[src/rtl/dmem_arbiter.sv]
// Two-port (CPU/DMA) arbiter in front of a single-port word-addressed data memory.
// Grants are decided combinationally in the request cycle. Read data returns one
// cycle later. Bursts are bounded so a waiting requester is never starved.
module dmem_arbiter #(
  parameter int unsigned DBITS     = 16,
  parameter int unsigned ABITS     = 12,
  parameter int unsigned MAX_BURST = 4
) (
  input  logic             CLK,
  input  logic             RESET,
  input  logic             CPU_REQ,
  input  logic             CPU_WE,
  input  logic [DBITS-1:0] CPU_ADDR,
  input  logic [DBITS-1:0] CPU_DIN,
  output logic             CPU_GNT,
  output logic             CPU_RVALID,
  output logic [DBITS-1:0] CPU_DOUT,
  input  logic             DMA_REQ,
  input  logic             DMA_WE,
  input  logic [DBITS-1:0] DMA_ADDR,
  input  logic [DBITS-1:0] DMA_DIN,
  output logic             DMA_GNT,
  output logic             DMA_RVALID,
  output logic [DBITS-1:0] DMA_DOUT,
  output logic [ABITS-1:0] MEM_ADDR,
  output logic [DBITS-1:0] MEM_DIN,
  output logic             MEM_WE,
  input  logic [DBITS-1:0] MEM_DOUT
);

  localparam int unsigned     BW        = $clog2(MAX_BURST + 1);
  localparam logic [BW-1:0]   BURST_MAX = BW'(MAX_BURST);
  localparam logic [BW-1:0]   BURST_ONE = BW'(1);
  localparam logic [DBITS-1:0] OOB_DATA = DBITS'(16'hDEAD);

  // State names the owner of the previous cycle.
  typedef enum logic [1:0] {IDLE, CPU_OWN, DMA_OWN} state_t;

  state_t             state;
  logic [BW-1:0]      burst;
  logic               cpu_pend;
  logic               dma_pend;
  logic               rd_oob;
  logic [DBITS-1:0]   cpu_dout_q;
  logic [DBITS-1:0]   dma_dout_q;

  logic               cpu_win;
  logic               dma_win;
  logic [DBITS-1:0]   sel_addr;
  logic [DBITS-1:0]   sel_din;
  logic               sel_we;
  logic               in_range;
  logic [DBITS-1:0]   rd_data;
  logic               unused_addr_lsb;

  // Arbitration: CPU wins from IDLE; the owner keeps the grant until its burst is spent.
  always_comb begin
    cpu_win = 1'b0;
    dma_win = 1'b0;
    if (!RESET) begin
      case (state)
        CPU_OWN: begin
          if (CPU_REQ && (!DMA_REQ || (burst < BURST_MAX))) cpu_win = 1'b1;
          else if (DMA_REQ)                                 dma_win = 1'b1;
        end
        DMA_OWN: begin
          if (DMA_REQ && (!CPU_REQ || (burst < BURST_MAX))) dma_win = 1'b1;
          else if (CPU_REQ)                                 cpu_win = 1'b1;
        end
        default: begin
          if (CPU_REQ)      cpu_win = 1'b1;
          else if (DMA_REQ) dma_win = 1'b1;
        end
      endcase
    end
  end

  // Memory-side mux driven by the winner; writes above the array are dropped.
  always_comb begin
    sel_addr = dma_win ? DMA_ADDR : CPU_ADDR;
    sel_din  = dma_win ? DMA_DIN  : CPU_DIN;
    sel_we   = dma_win ? DMA_WE   : CPU_WE;
    in_range = (sel_addr[DBITS-1:ABITS+1] == '0);
    MEM_ADDR = sel_addr[ABITS:1];
    MEM_DIN  = sel_din;
    MEM_WE   = (cpu_win || dma_win) && sel_we && in_range;
  end

  assign unused_addr_lsb = sel_addr[0];

  assign CPU_GNT    = cpu_win;
  assign DMA_GNT    = dma_win;
  assign CPU_RVALID = cpu_pend && !RESET;
  assign DMA_RVALID = dma_pend && !RESET;

  // Read return data: memory word for in-range reads, a marker value otherwise.
  always_comb begin
    rd_data  = rd_oob ? OOB_DATA : MEM_DOUT;
    CPU_DOUT = RESET ? '0 : (CPU_RVALID ? rd_data : cpu_dout_q);
    DMA_DOUT = RESET ? '0 : (DMA_RVALID ? rd_data : dma_dout_q);
  end

  // Owner/burst tracking, pending-read flags and held read data.
  always_ff @(posedge CLK) begin
    if (RESET) begin
      state      <= IDLE;
      burst      <= '0;
      cpu_pend   <= 1'b0;
      dma_pend   <= 1'b0;
      rd_oob     <= 1'b0;
      cpu_dout_q <= '0;
      dma_dout_q <= '0;
    end else begin
      if (cpu_win) begin
        state <= CPU_OWN;
        if (state == CPU_OWN) burst <= (burst < BURST_MAX) ? burst + BURST_ONE : burst;
        else                  burst <= BURST_ONE;
      end else if (dma_win) begin
        state <= DMA_OWN;
        if (state == DMA_OWN) burst <= (burst < BURST_MAX) ? burst + BURST_ONE : burst;
        else                  burst <= BURST_ONE;
      end else begin
        state <= IDLE;
        burst <= '0;
      end
      cpu_pend <= cpu_win && !CPU_WE;
      dma_pend <= dma_win && !DMA_WE;
      rd_oob   <= !in_range;
      if (CPU_RVALID) cpu_dout_q <= rd_data;
      if (DMA_RVALID) dma_dout_q <= rd_data;
    end
  end

endmodule

[config.mk]
export PLATFORM = sky130hd
export DESIGN_NAME = dmem_arbiter
export DESIGN_NICKNAME = d
export VERILOG_FILES = /design/src/rtl/dmem_arbiter.sv
export SDC_FILE = /design/constraint.sdc
export NUM_CORES = 1
export LEC_CHECK = 0
export CAP_MARGIN = 20
export CORE_ASPECT_RATIO = 0.5
export CORE_MARGIN = 2
export CORE_UTILIZATION = 34
export CTS_BUF_LIST = sky130_fd_sc_hd__clkbuf_8 sky130_fd_sc_hd__clkbuf_16
export DETAILED_ROUTE_END_ITERATION = 10
export PLACE_DENSITY = 0.81
export SLEW_MARGIN = 40
export SYNTH_ARGS = -nofsm -noshare
export SYNTH_HDL_FRONTEND = slang
export SYNTH_SLANG_ARGS = --single-unit
[constraint.sdc]
create_clock -name CLK -period 2.6 [get_ports CLK]
set_input_delay 0.52 -clock CLK [delete_from_list [all_inputs] [get_ports CLK]]
set_output_delay 0.52 -clock CLK [all_outputs]
set_load 0.05 [all_outputs]
Word level (Yosys, flattened, before mapping). Cells that the tools add are included.

Bits in registers: 40. Bits in latches: 0. Bits in writable memories: 0. Memory bits (read-only): 0. Output and inout port bits: 65. Logic and storage cells: 57. Memories: 0.

Add/sub/neg operators: 1. Multiply operators: 0. Div/mod/pow operators: 0. Order comparisons: 1. Equality and inequality tests: 2. Shifts and indexed selects: 0. Mux-type cells: 26. Bitwise operators: 0. Reduce and logical (&&, ||, !) cells: 19.

Operators by type and width (count): $mux W16 (7); $mux W3 (5); $mux W1 (11); $logic_and A1 B1 Y1 (8); $logic_not A1 Y1 (6); $pmux W1 S2 (2); $add A3 B1 Y3 const B (1); $logic_not A3 Y1 (1); $logic_or A1 B1 Y1 (3); $lt A3 B3 Y1 const B (1); $eq A2 B1 Y1 const B (1); $eq A2 B2 Y1 const B (1); $mux W2 (1); $reduce_or A2 Y1 (1).

Depth between registers and ports, before layout.
Word-level depth: 9. Depth in mapped cells: 7. Depth with buffers taken out: 6.

Worst setup path after synthesis. Ideal clock, no wire load.

Path type: reg-to-output. Start: register state[1]. End: output port MEM_WE. Arrival: 2.378 ns. Required time: 2.080 ns. Slack: -0.298 ns. Cell stages (with the launch flop): 7. Buffers on the path: 0. Cell sequence: dfxtp_1 > inv_1 > ha_1 > a21boi_0 > o2111a_1 > nand3_1 > mux2i_1.

Longest elaborated chain between the ends: 6. Elaborated cells between the ends (all ways): 12. Classes of those cells: eq/ne (2); mux (6); reduce/logical (4).

RTL lines: start, declared (RTL line 39) `state_t state;`; start signal, assigned (RTL line 106) `state <= IDLE;`; start signal, assigned (RTL line 115) `state <= CPU_OWN;`; start signal, assigned (RTL line 119) `state <= DMA_OWN;`; $eq A2 B2 Y1 / $eq A2 B1 Y1 (equally long branches) (RTL line 61) `case (state)`; $pmux W1 S2 (*) (RTL line 61); $mux W1 (*) (RTL line 60) `if (!RESET) begin`; net CPU_GNT (RTL line 15) `output logic CPU_GNT,`; $logic_or A1 B1 Y1 (*) (RTL line 86) `MEM_WE = (cpu_win || dma_win) && sel_we && in_range;`; $logic_and A1 B1 Y1 (*) (2 in a row) (RTL line 86); end, declared (RTL line 27) `output logic MEM_WE,`.

Mark *: on every way through the listed nets, which the timed path passes. The rest lies on a longest branch.

Worst setup path in the final report.
Start: register state[0]. End: output port MEM_DIN[2].

Longest elaborated chain between the ends: 4. Elaborated cells between the ends (all ways): 5. Classes of those cells: eq/ne (2); mux (3).

RTL lines: $eq A2 B2 Y1 / $eq A2 B1 Y1 (equally long branches) (RTL line 61); $pmux W1 S2 (*) (RTL line 61); $mux W1 (*) (RTL line 60); $mux W16 (*) (RTL line 81) `sel_din = dma_win ? DMA_DIN : CPU_DIN;`; end, declared (RTL line 26) `output logic [DBITS-1:0] MEM_DIN,`.

Every way passes the cells marked *; elsewhere a longest branch is shown, timed or not.

==> impl_metrics.yaml <==
run:
  cap_violations: 0
drt:
  drt-met1-wl_um: 3487
  detail-route-antenna-nets: 0
  firstDrtPassIters: 7
  wl_per_cell_um: 20.92
  drc_errors: 2
  finalWirelength_um: 9391
  wl_met2_um: 5218
  vias: 2339
  top_layer_used: "met4"
  via_per_inst: 5.209
  drt_iter0_drc: 138
  wl_met3_um: 476
sta:
  fin_crit_sh_pct: 101.9
  slew_headroom_pct: 61.17
  worst_pin_slew_ps: 579.0
  max_freq_ghz: 0.3774
  setup_tns_ps: -941.6
  finalHoldViolCount: 0
  fin_skew_ps: 2.293
  timing.final.ws_setup_ps: -49.57
  drv_slew: 0
  min_period_ps: 2650
  setup_viol: 29
  whs_ps: 521.6
  rsz0062_at_grt: "yes"
final_layout:
  fin_area_mm2: 0.004623
  layout-drive-gt1-share_pct: 40.69
  fin_nets: 464
  syn2layout_area_growth_pct: 129.4
  antenna_cells: 0
  fill_cells: 286
floorplanning:
  die_area_mm2: 0.006598
  start_util_pct: 35.93
  pin_count: 151
  coreArea_mm2: 0.005610
  rows: 19
  die_w_um: 112.9
  die_h_um: 58.45
clocking:
  htreeDepth: 2
  cts.sinks: 40
  cts_max_path_buffers: 2
  clkTransAtPathRegs_ps: 60
  holdBufCountCts: 0
  cts_root_buf: "clkbuf_16"
  clk_latency_ps: 280
  cts_tree: "yes"
  numCtsBuffers: 5
synth:
  syn_area_mm2: 0.002016
  synth_edf_count: 0
  ys_warn_count: 0
  async_reset_ff_share_pct: 0
  ys_seq_elements: 40
  synth_cell_type_count: 34
  synth.avg_cell_area_um2: 9.691
  postSynthCellCount: 208
  seq_area_frac_synth_pct: 39.73
  synthesis.nets: 297
  ys.flop_type: "dfxtp_1"
pwr:
  power_uw: 2182
  peakVddDrop_v: 0.0003074
  power_leakage_uw: 0.001837
  p_per_area_mw_per_mm2: 472.0
run_status:
  violations: "DRC, setup timing"
  status: "finished with violations"
global_routing:
  grt-ovfl-total: 0
  antenna_found_initial: 0
  grt_pass1_vias: 2492
  grtUsageTotal_pct: 25.25
  grt_max_degree: 40
  grt_pass1_wl_um: 12970
setup_path:
  cp.required_ps: 2080
  critPathKind: "reg -> out"
  endpoint_kind: "primary output"
  worst-path-max-fanout: 6
  cp.arrival_ps: 2130
  cp-start-kind: "register"
place:
  gp_congestion: 0.8210
  place_ws_ps: -104.7
  dpl.hpwl_um: 5643
  placedInstanceArea_mm2: 0.003916
  io_buffers: 148
min_path:
  hold_path_class: "reg -> reg"
## path summary, 6_finish.rpt
kind	cells past startpoint	slack, ps	start	to
hold / removal	2	520	cpu_dout_q[7]$_DFF_P_	cpu_dout_q[7]$_DFF_P_
setup / recovery	9	-50	state[0]$_SDFF_PP0_	MEM_DIN[2]
hold reg to reg	2	520	cpu_dout_q[7]$_DFF_P_	cpu_dout_q[7]$_DFF_P_
setup reg to reg	10	430	state[0]$_SDFF_PP0_	burst[0]$_SDFF_PP0_
## power breakdown
group | leakage (µW) | switching, µW | internal, µW
Clock | 0.0000901 | 237 | 505
Sequential | 0.000326 | 14.9 | 637
Combinational | 0.00142 | 385 | 403
Total | 0.00184 | 637 | 1550
## metal layers
metal,global-route usage [%],vias to the layer above
li1,-,1072
met1,27.83,1147
met3,4.840,21
met4,8.885,0
met5,0,-
met2,49.83,99
## cell families (layout without fill, tap and decap cells)
group	after synthesis	in the layout	share of synthesized area, %
flops	40	40	39.73
compound gates	33	33	13.28
buf+inv	19	187	5.276
xor+xnor	1	1	0.4346
mux	40	40	22.16
fa+ha+maj	3	3	1.862
simple gates	72	72	17.26
## flip-flops by register name (all words and copies together) (netlist names)
signal,count
cpu_dout_q,16
rd_oob,1
cpu_pend,1
burst,3
state,2
dma_dout_q,16
dma_pend,1
## what timing repair did
action	4_1_cts	5_1_grt
buffers inserted	12	1
hold endpoints to repair	0	0
cloned	3	0
endpoints found under the setup margin	29	30
pin swaps	8	4
gates resized for setup	69	34
## worst max-delay path, stage by stage, from the launching register on
cell and delay [ps]:
dfxtp_2 320, buf_4 130, ha_4 160, or2_4 240
a21oi_4 170, nor2_4 60, buf_6 140, buf_12 140
mux2_4 320, buf_8 160
## cells in the final DEF, fill, tap and decap left out, types with 2 or more instances in the layout
cell / synthesis / layout
o21ai_0: 2 / 2
a211oi_2: 0 / 6
buf_12: 0 / 35
nand3b_1: 2 / 2
clkbuf_16: 0 / 5
mux2i_1: 12 / 11
buf_8: 0 / 26
clkbuf_8: 0 / 2
dfxtp_2: 0 / 2
clkdlybuf4s50_1: 0 / 80
ha_4: 0 / 2
inv_2: 0 / 3
nor2b_1: 7 / 7
buf_16: 0 / 3
buf_4: 0 / 23
nor3b_1: 2 / 2
dfxtp_1: 40 / 38
buf_6: 4 / 6
a211oi_1: 23 / 17
nand2_1: 3 / 2
dlygate4sd2_1: 0 / 2
nor2_1: 44 / 44
nor3_1: 6 / 6
mux2_4: 3 / 28
## metrics by stage
stage | instances | utilization (%)
6_report | 449 | 82.40
5_1_grt | 449 | 82.40
4_1_cts | 448 | 80.15
3_5_place_dp | 427 | 69.80
3_3_place_gp | 427 | 69.80
2_1_floorplan | 208 | -
## cell usage after synthesis, types with 3 or more instances
master,count,share of area [%]
nor2_1,44,8.2
dfxtp_1,40,40
mux2_2,25,14
a211oi_1,23,8.6
mux2i_1,12,6.0
clkbuf_1,7,1.3
nor2b_1,7,2.2
nor3_1,6,1.5
buf_2,4,0.99
buf_6,4,2.2
ha_1,3,1.9
inv_1,3,0.56
mux2_4,3,2.2
nand2_1,3,0.56
## cell type report
type	instances	area (µm²)	area share [%]
repair buffers	176	2245	48.55
flip-flops and latches	40	803.3	17.37
multi-input cells	149	1290	27.90
clock buffers	7	152.6	3.302
clock inverters	1	30.03	0.6495
inverters	3	11.26	0.2436
well taps	73	91.34	1.976
No activity file was read; power rests on OpenSTA's default activity.
==> RTL change: new RTL, config.mk and constraints unchanged <==
Re-encode `state_t` (3 states) as one-hot, 3 bits wide.
--- a/src/rtl/dmem_arbiter.sv
+++ b/src/rtl/dmem_arbiter.sv
@@ -34,7 +34,7 @@
   localparam logic [DBITS-1:0] OOB_DATA = DBITS'(16'hDEAD);
 
   // State names the owner of the previous cycle.
-  typedef enum logic [1:0] {IDLE, CPU_OWN, DMA_OWN} state_t;
+  typedef enum logic [2:0] {IDLE = 3'b001, CPU_OWN = 3'b010, DMA_OWN = 3'b100} state_t;
 
   state_t             state;
   logic [BW-1:0]      burst;
Formal check against the unedited RTL: no difference found for any inputs over 10 cycles, from zero or initial values and one cycle with RESET high; not proved beyond that.
==> RTL change against the original RTL <==
- final area decreased by 4.1%
- worst setup slack improved by 0.052 ns
- synthesized area decreased by 2.4%
- sequential power increased by 2%
- non-clock buffer count decreased by 6
- power decreased by 3.8%
- count of clock-buffer cells in the layout decreased by 1
- routed wire length decreased by 9.0%
- global-route usage decreased by 1.2 points
- sequential cell count increased by 1
- highest routed layer unchanged
==> RTL change: results (changes against the original RTL) <==
status: "finished clean"  # was finished, violations left
drive_gt1_share_pct: 34.43  # was 40.69%
vdd_drop_max_uv: 351.6  # was 307.4 uV
layout.nets: 452  # was 464
synth_compound_area_share_pct: 14.31  # was 13.28%
synth_top_cells_by_count: "nor2_1, dfxtp_1, mux2_1"  # was nor2_1, dfxtp_1, mux2_2
synth_nets: 290  # was 297
worst_path_largest_cell_delay_ns: 0.35  # was 0.32 ns
first_iter_violations: 81  # was 138
worst_pin_slew_ns: 0.5879  # was 0.5790 ns
ys_seq_area_share_pct: 41.73  # was 39.73%
ys_types: 30  # was 34
synth_async_sr_flop_share_pct: 0  # unchanged
reg2regPathDepth: 6  # was 10
grt_pass1_wl_um: 12040  # was 12970 um
largestRegisters: "cpu_dout_q (16), dma_dout_q (16)"  # was cpu_dout_q (16), dma_dout_q (16), burst (3)
critPathArrivalTime_ns: 2.08  # was 2.13 ns
reg2reg_slack_ns: 0.87  # was 0.43 ns
dpl_cell_area_um2: 3866  # was 3916 um2
timing.rr.start: "state[2]"  # was state[0]
fillers: 320  # was 286
grtUsageTotal_pct: 24.03  # was 25.25%
routed_wl_um: 8546  # was 9391 um
dr.pass1.iters: 4  # was 7
crit_slowest_cell: "dfxtp_4"  # was dfxtp_2
post_synth_main_area_contributors: "dfxtp_1, mux2_1, a211oi_1"  # was dfxtp_1, mux2_2, a211oi_1
grt_max_degree: 39  # was 40
r2r-end: "rd_oob"  # was burst[0]
first_global_vias: 2311  # was 2492
muxShareOfSynthArea_pct: 21.63  # was 22.16%
dp_hpwl_um: 5403  # was 5643 um
crit_start: "state[0]"  # unchanged
leakage_nw: 1.761  # was 1.837 nW
synth-adder-area-share_pct: 0.6361  # was 1.862%
avgViaCountPerCell: 4.973  # was 5.209
synthXorXnorAreaFrac_pct: 0.4453  # was 0.4345%
gp_congestion: 0.8014  # was 0.8210
finClkSkew_ns: 0.002171  # was 0.002293 ns
endpoint: "MEM_ADDR[8]"  # was MEM_DIN[2]
==> RTL change: cell types whose count changed after synthesis, sizes merged, moves of 3 or more <==
cell    delta
o21a       +3
nor3       -4
buf        -3
nor2b      +4
nand2b     +4
==> RTL change: routing by layer <==
| metal | GRT usage (%) | share of wire [%] | up-vias | wire, um |
|---|---|---|---|---|
| li1 | - | - | 1042 | - |
| met1 | 24.71 | 37 | 1050 | 3147 |
| met2 | 49.39 | 56 | 70 | 4785 |
| met3 | 4.498 | 3.9 | 21 | 333 |
| met4 | 9.524 | 3.3 | 0 | 279 |
| met5 | 0 | 0 | - | 0 |
==> RTL change: how the worst min path moves through the flow <==
| stage | startpoint | endpoint | cells after the start |
|---|---|---|---|
| floorplan | state[0] | burst[2] | 1 |
| global placement | state[0] | burst[1] | 1 |
| detailed placement | state[0] | burst[2] | 1 |
| CTS | state[0] | burst[2] | 1 |
| global route | dma_dout_q[11] | dma_dout_q[11] | 2 |
| finish | dma_dout_q[5] | dma_dout_q[5] | 2 |
==> RTL change: report_power, final <==
group          internal (mW)  total [mW]  switching [mW]
clock network          0.476       0.721           0.245
logic                  0.362       0.718           0.356
registers              0.652       0.662         0.00970
==> RTL change: worst max-delay path, delay by kind of cell (launching register included) <==
family          cells  cell delay [ns]
flops               1             0.35
compound gates      1             0.21
buf+inv             3             0.41
simple gates        2             0.48
mux                 1             0.34
==> RTL change: kinds of logic (layout without fill, tap and decap cells) <==
family	count (synthesis)	after routing
AND/OR/NAND/NOR	69	69
flip-flops	41	41
multiplexers	39	39
AO/OA/AOI/OAI	36	36
buffers and inverters	16	179
adder cells (fa/ha/maj)	1	1
XOR/XNOR	1	1
==> RTL change: what timing repair did <==
item,CTS,global route
pin swaps,1,1
gates cloned,2,1
endpoints found under the setup margin,26,29
buffers inserted,5,1
resized for setup,32,47
==> RTL change: layout make-up <==
class	count	area [um2]	share of cell area, %
clock inverters	2	33.78	0.7619
well taps	73	91.34	2.060
inverters	1	3.754	0.08465
clock buffers	6	138.9	3.132
flip-flops and latches	41	828.3	18.68
multi-input cells	146	1151	25.96
repair buffers	170	2187	49.32
==> RTL change: through the flow <==
stage | util (%) | worst slack (ns) | hold WS (ns) | cells | TNS, ns
2_1_floorplan | - | -0.02847 | 0.4641 | 203 | -0.5590
3_3_place_gp | 69.80 | -0.01048 | 0.4931 | 422 | -0.01560
3_5_place_dp | 69.80 | -0.03899 | 0.5090 | 422 | -0.5264
4_1_cts | 76.91 | 0.01602 | 0.4559 | 437 | 0
5_1_grt | 80.05 | -0.03854 | 0.5332 | 439 | -0.3541
6_report | 80.05 | 0.002730 | 0.5201 | 439 | 0
